===== config.mk =====
export PLATFORM = sky130hd
export DESIGN_NAME = huffman_canon_gen
export DESIGN_NICKNAME = d
export VERILOG_FILES = /design/src/rtl/huffman_canon_gen.sv
export SDC_FILE = /design/constraint.sdc
export NUM_CORES = 1
export LEC_CHECK = 0
export CORE_MARGIN = 2
export CORE_UTILIZATION = 25
export CTS_CLUSTER_SIZE = 8
export DETAILED_ROUTE_END_ITERATION = 8
export GPL_ROUTABILITY_DRIVEN = 0
export PLACE_DENSITY_LB_ADDON = 0.1
export SLEW_MARGIN = 40
export SYNTH_ARGS = -nofsm -noshare
export SYNTH_HDL_FRONTEND = slang
export SYNTH_SLANG_ARGS = --single-unit

===== constraint.sdc =====
create_clock -name Clk_in -period 8.5 [get_ports Clk_in]
set_input_delay 1.275 -clock Clk_in [delete_from_list [all_inputs] [get_ports Clk_in]]
set_output_delay 1.275 -clock Clk_in [all_outputs]
set_load 0.005 [all_outputs]

===== src/rtl/huffman_canon_gen.sv =====
// huffman_canon_gen
// Canonical Huffman code generator for the encoder path. It takes one code
// length per symbol, in symbol order, and builds the first code of every
// length from the length histogram. It then streams (symbol, length, code)
// triples to the table writer in symbol order and skips unused symbols.
// An oversubscribed length set, or a length above MAXLEN, raises the sticky
// Err flag. In that case the run ends without emitting anything.
//
// Ports
//   Clk_in, n_Rst          clock (rising edge), asynchronous active-low reset
//   Start_code             start request, honoured only while idle
//   Len_valid/Len_ready    handshake for Len_data (one length per symbol)
//   Code_valid/Code_ready  handshake for the Code_sym/Code_len/Code_data triple
//   Busy                   high whenever a run is in progress (incl. DONE)
//   Done                   one-cycle pulse at the end of a run
//   Err                    sticky error, cleared by the next accepted start
module huffman_canon_gen #(
    parameter int NSYM   = 10,
    parameter int MAXLEN = 13,
    parameter int LENW   = 4,
    parameter int SYMW   = 4
) (
    input  logic              Clk_in,
    input  logic              n_Rst,
    input  logic              Start_code,
    input  logic              Len_valid,
    input  logic [LENW-1:0]   Len_data,
    output logic              Len_ready,
    output logic              Code_valid,
    input  logic              Code_ready,
    output logic [SYMW-1:0]   Code_sym,
    output logic [LENW-1:0]   Code_len,
    output logic [MAXLEN-1:0] Code_data,
    output logic              Busy,
    output logic              Done,
    output logic              Err
);

    localparam int CW  = MAXLEN + 1;
    localparam int BCW = $clog2(NSYM + 1);
    localparam logic [LENW-1:0] MAXLEN_L = LENW'(MAXLEN);
    localparam logic [LENW-1:0] ONE_L    = LENW'(1);
    localparam logic [SYMW-1:0] LAST_SYM = SYMW'(NSYM - 1);

    typedef enum logic [2:0] {S_IDLE, S_LOAD, S_FIRST, S_EMIT, S_DONE} state_t;

    state_t state, state_nxt;

    logic [LENW-1:0] len_q     [NSYM];
    logic [BCW-1:0]  bl_count  [MAXLEN+1];
    logic [CW-1:0]   next_code [MAXLEN+1];
    logic [CW-1:0]   code;
    logic [LENW-1:0] b;
    logic [SYMW-1:0] cnt;
    logic            issued;
    logic            err_q;

    logic            len_take;
    logic            slot_take;
    logic            last_sym;
    logic [LENW-1:0] cur_len;
    logic [CW-1:0]   prev_count;
    logic [CW-1:0]   code_nxt;
    logic [CW:0]     kraft_sum;
    logic [CW:0]     kraft_limit;
    logic            kraft_fail;

    // Shared decode for the datapath and FSM. The first-code recurrence
    // treats bl_count[0] as zero, so unused symbols never shift the codes.
    // The Kraft sum is one bit wider than the code arithmetic, so the
    // comparison against 2^b cannot wrap.
    always_comb begin
        len_take    = (state == S_LOAD) && Len_valid;
        slot_take   = !Code_valid || Code_ready;
        last_sym    = (cnt == LAST_SYM);
        cur_len     = len_q[cnt];
        prev_count  = (b == ONE_L) ? '0 : CW'(bl_count[b - ONE_L]);
        code_nxt    = (code + prev_count) << 1;
        kraft_sum   = {1'b0, code_nxt} + (CW+1)'(bl_count[b]);
        kraft_limit = (CW+1)'(1) << b;
        kraft_fail  = (state == S_FIRST) && (kraft_sum > kraft_limit);
    end

    // State register.
    always_ff @(posedge Clk_in or negedge n_Rst) begin
        if (!n_Rst) begin
            state <= S_IDLE;
        end else begin
            state <= state_nxt;
        end
    end

    // Next-state logic. EMIT ends in one of two ways. If the final slot is
    // a skip, the run ends in that same cycle. If the final triple was
    // issued, the run ends once that triple has been taken downstream.
    always_comb begin
        state_nxt = state;
        case (state)
            S_IDLE:  if (Start_code) state_nxt = S_LOAD;
            S_LOAD:  if (len_take && last_sym) state_nxt = S_FIRST;
            S_FIRST: if (b == MAXLEN_L) state_nxt = (err_q || kraft_fail) ? S_DONE : S_EMIT;
            S_EMIT: begin
                if (slot_take) begin
                    if (issued) begin
                        state_nxt = S_DONE;
                    end else if (last_sym && (cur_len == '0)) begin
                        state_nxt = S_DONE;
                    end
                end
            end
            S_DONE:  state_nxt = S_IDLE;
            default: state_nxt = S_IDLE;
        endcase
    end

    assign Len_ready = (state == S_LOAD);
    assign Busy      = (state != S_IDLE);
    assign Done      = (state == S_DONE);
    assign Err       = err_q;

    // Datapath. LOAD builds the length histogram. FIRST walks b = 1..MAXLEN
    // and records the first code of each length. EMIT hands out codes and
    // post-increments next_code for the length just used. A new slot is
    // only taken when the output register is empty or being drained, so a
    // stalled triple stays put.
    always_ff @(posedge Clk_in or negedge n_Rst) begin
        if (!n_Rst) begin
            for (int i = 0; i < NSYM; i++) begin
                len_q[i] <= '0;
            end
            for (int i = 0; i <= MAXLEN; i++) begin
                bl_count[i]  <= '0;
                next_code[i] <= '0;
            end
            code       <= '0;
            b          <= ONE_L;
            cnt        <= '0;
            issued     <= 1'b0;
            err_q      <= 1'b0;
            Code_valid <= 1'b0;
            Code_sym   <= '0;
            Code_len   <= '0;
            Code_data  <= '0;
        end else begin
            case (state)
                S_IDLE: begin
                    if (Start_code) begin
                        for (int i = 0; i <= MAXLEN; i++) begin
                            bl_count[i] <= '0;
                        end
                        err_q  <= 1'b0;
                        cnt    <= '0;
                        issued <= 1'b0;
                        code   <= '0;
                        b      <= ONE_L;
                    end
                end
                S_LOAD: begin
                    if (len_take) begin
                        if (Len_data > MAXLEN_L) begin
                            len_q[cnt] <= '0;
                            err_q      <= 1'b1;
                        end else begin
                            len_q[cnt] <= Len_data;
                            if (Len_data != '0) begin
                                bl_count[Len_data] <= bl_count[Len_data] + 1'b1;
                            end
                        end
                        cnt <= last_sym ? '0 : cnt + 1'b1;
                    end
                end
                S_FIRST: begin
                    next_code[b] <= code_nxt;
                    code         <= code_nxt;
                    b            <= b + ONE_L;
                    if (kraft_fail) begin
                        err_q <= 1'b1;
                    end
                end
                S_EMIT: begin
                    if (slot_take) begin
                        if (issued) begin
                            Code_valid <= 1'b0;
                        end else begin
                            if (cur_len != '0) begin
                                Code_valid         <= 1'b1;
                                Code_sym           <= cnt;
                                Code_len           <= cur_len;
                                Code_data          <= next_code[cur_len][MAXLEN-1:0];
                                next_code[cur_len] <= next_code[cur_len] + 1'b1;
                            end else begin
                                Code_valid <= 1'b0;
                            end
                            if (last_sym) begin
                                issued <= 1'b1;
                            end else begin
                                cnt <= cnt + 1'b1;
                            end
                        end
                    end
                end
                default: begin
                    Code_valid <= 1'b0;
                end
            endcase
        end
    end

endmodule


==> Word level (Yosys, flattened, before mapping) <==
Index checks and enable logic that the tools add are counted.
{ "op_classes": {"add_sub_neg": 7, "n_lt_le_gt_ge": 11, "eq_ne": 20, "n_shift": 1, "mux": 70, "bitwise": 9, "reduce_logical": 33} }
{ "ops": {"columns": ["cell", "count"], "rows": [
  ["196-bit 2-to-1 mux", 3],
  ["196-bit bitwise mux", 2],
  ["196-bit case mux with 2 select lines", 1],
  ["56-bit 2-to-1 mux", 4],
  ["14-bit demux with 4-bit select", 2],
  ["56-bit case mux with 2 select lines", 1],
  ["4-bit 2-to-1 mux", 18],
  ["4-bit binary-select mux with 4-bit select", 4],
  ["14-bit binary-select mux with 4-bit select", 1],
  ["56-bit bitwise mux", 1],
  ["14-bit 2-to-1 mux", 4],
  ["40-bit bitwise AND", 1],
  ["40-bit bitwise mux", 1],
  ["40-bit 2-to-1 mux", 1],
  ["40-bit NOT", 1],
  ["4-bit demux with 4-bit select", 2],
  ["13-bit case mux with 2 select lines", 1],
  ["5-bit >= comparator, second input constant", 5],
  ["4-bit NOT with 5-bit output", 5],
  ["3-bit 2-to-1 mux", 7],
  ["5-bit by 1-bit less-than comparator with 1-bit output, second input constant", 4],
  ["14-bit by 4-bit adder with 15-bit output", 1],
  ["15-bit > comparator", 1],
  ["5-bit AND reduction", 3],
  ["other kinds (35)", 77]
]} }
{ "totals": {"reg_bits": 340, "in_bits": 9, "out_inout_bits": 26, "elab_cells": 199} }

==> Depth between registers and ports, before layout <==
{ "depth": {"depth_word": 14, "depth_mapped": 28, "ltp_nobuf": 24} }

==> Least setup slack after synthesis <==
No wires, ideal clock.
{ "synth_path": {"path_type": "register to register", "startpoint": "register b[0]", "endpoint": "register err_q, in the netlist Err", "setup_time_ns": 0.126, "t_arrival_ns": 6.871, "required_time_ns": 8.374, "slack_ns": 1.503, "path_stages_with_launch": 28, "n_path_buf": 5, "period_less_slack_ns": 6.997, "path_cell_list": "dfstp_2 > buf_1 > clkbuf_1 > clkbuf_1 > inv_1 > ha_1 > buf_1 > clkbuf_1 > mux4_2 > mux2i_1 > a221oi_1 > ha_1 > a21o_1 > a21oi_1 > nor2_1 > nand2_1 > xnor2_1 > nand3_1 > nand3b_1 > nor2_1 > xnor2_1 > ha_1 > a21o_1 > a21o_1 > a21oi_1 > nor4b_1 > nor4_1 > o32a_1"} }
{ "synth_between": {"elab_chain_cells": 12, "word_cells_on_any_way": 18, "cone_classes": "add/sub (3); order compare (1); eq/ne (2); shift (1); mux (7); bitwise (2); reduce/logical (2)"} }
{ "synth_lines": {"columns": ["item", "line", "source"], "rows": [
  ["from (decl)", "53", "logic [LENW-1:0] b;"],
  ["from (signal assigned)", "175", "b <= b + ONE_L;"],
  ["4-bit by 1-bit subtractor with 4-bit output", "77", "prev_count = (b == ONE_L) ? '0 : CW'(bl_count[b - ONE_L]);"],
  ["4-bit NOT with 5-bit output (not written as such)", "77", null],
  ["4-bit binary-select mux with 4-bit select", "77", null],
  ["4-bit 2-to-1 mux (not written as such) (2 in series)", "77", null],
  ["4-bit 2-to-1 mux", "77", null],
  ["13-bit by 4-bit adder with 13-bit output", "78", "code_nxt = (code + prev_count) << 1;"],
  ["14-bit by 4-bit adder with 15-bit output", "79", "kraft_sum = {1'b0, code_nxt} + (CW+1)'(bl_count[b]);"],
  ["15-bit > comparator *", "81", "kraft_fail = (state == S_FIRST) && (kraft_sum > kraft_limit);"],
  ["1-bit logical AND *", "81", null],
  ["2-bit != test (no line) *", null, null],
  ["5-bit AND reduction (no line) *", null, null],
  ["to (signal assigned)", "139", "err_q <= 1'b0;"],
  ["to (signal assigned)", "151", "err_q <= 1'b0;"],
  ["to (signal assigned)", "162", "err_q <= 1'b1;"],
  ["to (decl)", "56", "logic err_q;"]
]} }
Mark *: on every way between the ends. The rest lies on a longest branch, timed or not. The select of a mux whose other input is x is not followed.
A chain may end at the register's enable or synchronous reset.

==> Worst setup path in the final report <==
{ "layout_path": {"startpoint": "register b[1]", "endpoint": "register state[2]"} }
{ "layout_between": {"elab_chain_cells": 14, "word_cells_on_any_way": 23, "cone_classes": "add/sub (3); order compare (1); eq/ne (3); shift (1); mux (10); bitwise (2); reduce/logical (3)"} }
{ "layout_lines": {"columns": ["item", "line", "source"], "rows": [
  ["4-bit by 1-bit subtractor with 4-bit output", "77", null],
  ["4-bit NOT with 5-bit output (not written as such)", "77", null],
  ["4-bit binary-select mux with 4-bit select", "77", null],
  ["4-bit 2-to-1 mux (not written as such) (2 in series)", "77", null],
  ["4-bit 2-to-1 mux", "77", null],
  ["13-bit by 4-bit adder with 13-bit output", "78", null],
  ["14-bit by 4-bit adder with 15-bit output", "79", null],
  ["15-bit > comparator", "81", null],
  ["1-bit logical AND", "81", null],
  ["1-bit logical OR", "101", "S_FIRST: if (b == MAXLEN_L) state_nxt = (err_q || kraft_fail) ? S_DONE : S_EMIT;"],
  ["3-bit 2-to-1 mux (2 in series)", "101", null],
  ["3-bit case mux with 4 select lines", "98", "case (state)"],
  ["to (signal assigned)", "89", "state <= state_nxt;"],
  ["to (decl)", "47", "state_t state, state_nxt;"]
]} }
Parallel ways exist; a longest one is shown, timed or not. The select of a mux whose other input is x is not followed.

==> results.json <==
{
  "status": "finished, final reports clean",
  "start_kind": "flip-flop",
  "reg2reg_depth": 21,
  "synth_nets": 1909,
  "layout_commonest_cell": "dfrtp_1",
  "reg2reg_setup_slack_ns": 2.01,
  "synth-seq-cells": 325,
  "peakVddDrop_uv": 205,
  "fin_skew_ns": 0.0492,
  "crit_type": "reg2reg",
  "grt_use_total": 0.196,
  "clock.fmax_mhz": 154,
  "dieHeight_um": 275,
  "highest_layer": "met4",
  "synthArstFlopShare": 1.00,
  "wl_met2_um": 33400,
  "clk_pin_slew_worst_paths_ns": 0.05,
  "worst_setup_path_end_kind": "flip-flop",
  "final_cell_mix": "dfrtp_1 (323), nand2_1 (257), o21ai_0 (165), a22oi_1 (95), nor2_1 (82)",
  "path_max_fanout": 19,
  "vias": 15400,
  "maxSlewViolCount": 0,
  "rsz0062_at_grt": "false",
  "syn_to_final_growth_pct": 15.8,
  "cts_buffer_depth": 3,
  "cts-root-buf": "clkbuf_16",
  "worst_slew_pin_slew_ns": 0.860,
  "wl_met1_um": 34100,
  "via_per_inst": 5.41,
  "required_ns": 8.98,
  "dieArea_um2": 75900,
  "drc": 0,
  "fin_setup_tns_ns": 0,
  "nets": 1922,
  "final_core_util": 0.292,
  "cts_tree": "done",
  "drive_above_1_share": 0.151,
  "grt_overflow": 0,
  "multi_input_area_um2": 9690,
  "grt_pass1_vias": 15800,
  "hold_class": "reg2reg",
  "synth_area_leaders": "dfrtp_1 (44%), nand2_1 (5.2%), mux4_2 (5.1%)",
  "wirelength_um": 73700,
  "die_w_um": 275,
  "min_to": "Code_data[11]",
  "htreeDepth": 2,
  "num_rows": 99,
  "regArea_um2": 8140,
  "clock_latency_ns": 0.60,
  "synth_cell_types": 85,
  "p_leak_uw": 0.00871,
  "timing.hold.ws_ns": 0.474,
  "numCtsBuffers": 47,
  "num_antenna_cells": 0,
  "period_minus_slack_ns": 6.49,
  "relSlewSlack": 0.423,
  "cts.sinks": 325,
  "cap_violations": 0,
  "finalCritPeriodShare": 0.764,
  "hold_path.startpoint": "Code_data[11]",
  "first_pass_iters": 5,
  "wl_met3_um": 4040,
  "start_util": 0.253,
  "grt_pass1_wl_um": 111000,
  "worstReg2RegEnd": "state[2]",
  "dp_hpwl_um": 51000,
  "wl_per_cell_um": 25.9,
  "syn_area_per_cell_um2": 9.88,
  "synth_edf_count": 0,
  "coreArea_um2": 73000,
  "antenna_found_initial": 0,
  "min_path_cells": 2,
  "synth_top_area_frac": 0.440,
  "hold_viol": 0,
  "ys.flop_type": "dfrtp_1",
  "numPortBuffers": 34,
  "syn_area_um2": 18400,
  "ioPinCount": 35,
  "cts_setup_buffers": 0,
  "syn_inst": 1864,
  "nFillCells": 7620,
  "powerDensity_nw_per_um2": 422,
  "grt_max_degree": 135,
  "postCtsHoldBufs": 0,
  "setup_viol_count_final": 0,
  "yosysTopAreaCell": "dfrtp_1",
  "yosys_warnings": 0,
  "critPathArrivalTime_ns": 6.97,
  "ant_nets": 0,
  "drt-initial-drc-count": 1218,
  "r2r-start": "b[1]",
  "post_cts_resized": 0,
  "synth-seq-area-share": 0.441
}
==> per-stage QoR <==
step / instance area, um2 / setup slack [ns] / power (uW) / cells
after detailed placement: 19900 / 2.04 / 7210 / 2785
after global placement: 19800 / 1.76 / 7120 / 2785
final: 21300 / 2.01 / 9000 / 2851
after global routing: 21300 / 1.64 / 9530 / 2851
after floorplan: 18400 / 1.50 / 5350 / 1864
after CTS: 21300 / 2.04 / 9040 / 2849
==> state kept, by name, summed over array words and instances (netlist names), 3 cells and up <==
register / flops
next_code: 182
bl_count: 56
len_q: 40
Code_data: 13
code: 12
Code_len: 4
Code_sym: 4
b: 4
cnt: 4
state: 3
==> cells in the mapped netlist (all sizes together), types with 3 or more instances <==
library cell,count
a221oi,18
a21o,12
o22ai,34
inv,35
a311oi,9
nor3,33
xnor2,24
mux2i,51
o32ai,3
a222oi,3
dfrtp,324
or2,5
a221o,4
nand4,7
a31oi,15
nor2,102
xor2,19
or3,4
mux4,42
nor3b,4
a41oi,3
o31ai,4
ha,34
and3,9
buf,57
o21a,9
and2,11
nand2b,12
nor4,12
o21ai,211
a32oi,3
clkbuf,74
nor2b,16
mux2,10
a211oi,51
a22o,62
a22oi,95
nand3,79
nand2,259
o221ai,5
a21oi,77
==> worst max-delay path by stage <==
stage               from       end  slack, ns  depth (start not counted)
floorplan           b[0]       Err       1.50                         27
global placement    b[1]  state[2]       1.76                         23
detailed placement  b[1]  state[2]       2.04                         21
CTS                 b[1]  state[2]       2.04                         21
global route        b[1]  state[0]       1.64                         24
finish              b[1]  state[2]       2.01                         21
==> kinds of logic (layout without fill, tap and decap cells) <==
group	count (synthesis)	after routing	synth area share
adders and majority gates	36	36	0.0253
buffers and inverters	168	196	0.0445
and+or+nand+nor	561	561	0.147
xor gates and xnor gates	43	43	0.0221
muxes	103	103	0.0852
AOI/OAI and AO/OA	628	628	0.235
DFF	325	325	0.441
==> critical path, stage by stage (launching register included) <==
cell	delay (ns)
dfrtp_1	0.32
buf_4	0.26
inv_1	0.15
ha_1	0.74
mux4_2	0.41
a221oi_1	0.28
a221oi_1	0.11
ha_1	0.27
fa_1	0.68
ha_1	0.44
a21oi_1	0.11
nor3_1	0.38
nand2_1	0.18
nor2_1	0.17
xnor2_1	0.09
ha_1	0.33
a21o_1	0.16
a21o_1	0.17
a21oi_1	0.20
nor4b_2	0.50
o21bai_1	0.20
o211a_1	0.24
==> area by class of cell <==
type,instances,area share
sequential,325,0.381
clock buffer,61,0.0601
multi-input combinational,1371,0.454
inverter,37,0.00651
clock inverter,3,0.00141
timing repair buffer,95,0.0400
tap,959,0.0563
==> routing by layer <==
layer | global-route usage | up-vias
met4 | 0.0593 | 0
met3 | 0.0313 | 112
met2 | 0.306 | 476
met5 | 0 | -
met1 | 0.279 | 7884
li1 | - | 6955
==> where the power goes <==
part | internal [uW] | switching, uW | total (uW)
clock | 1040 | 735 | 1770
sequential | 1990 | 324 | 2320
combinational | 1500 | 3410 | 4910
total | 4530 | 4470 | 9000
Power figures use the tool's default switching activity.
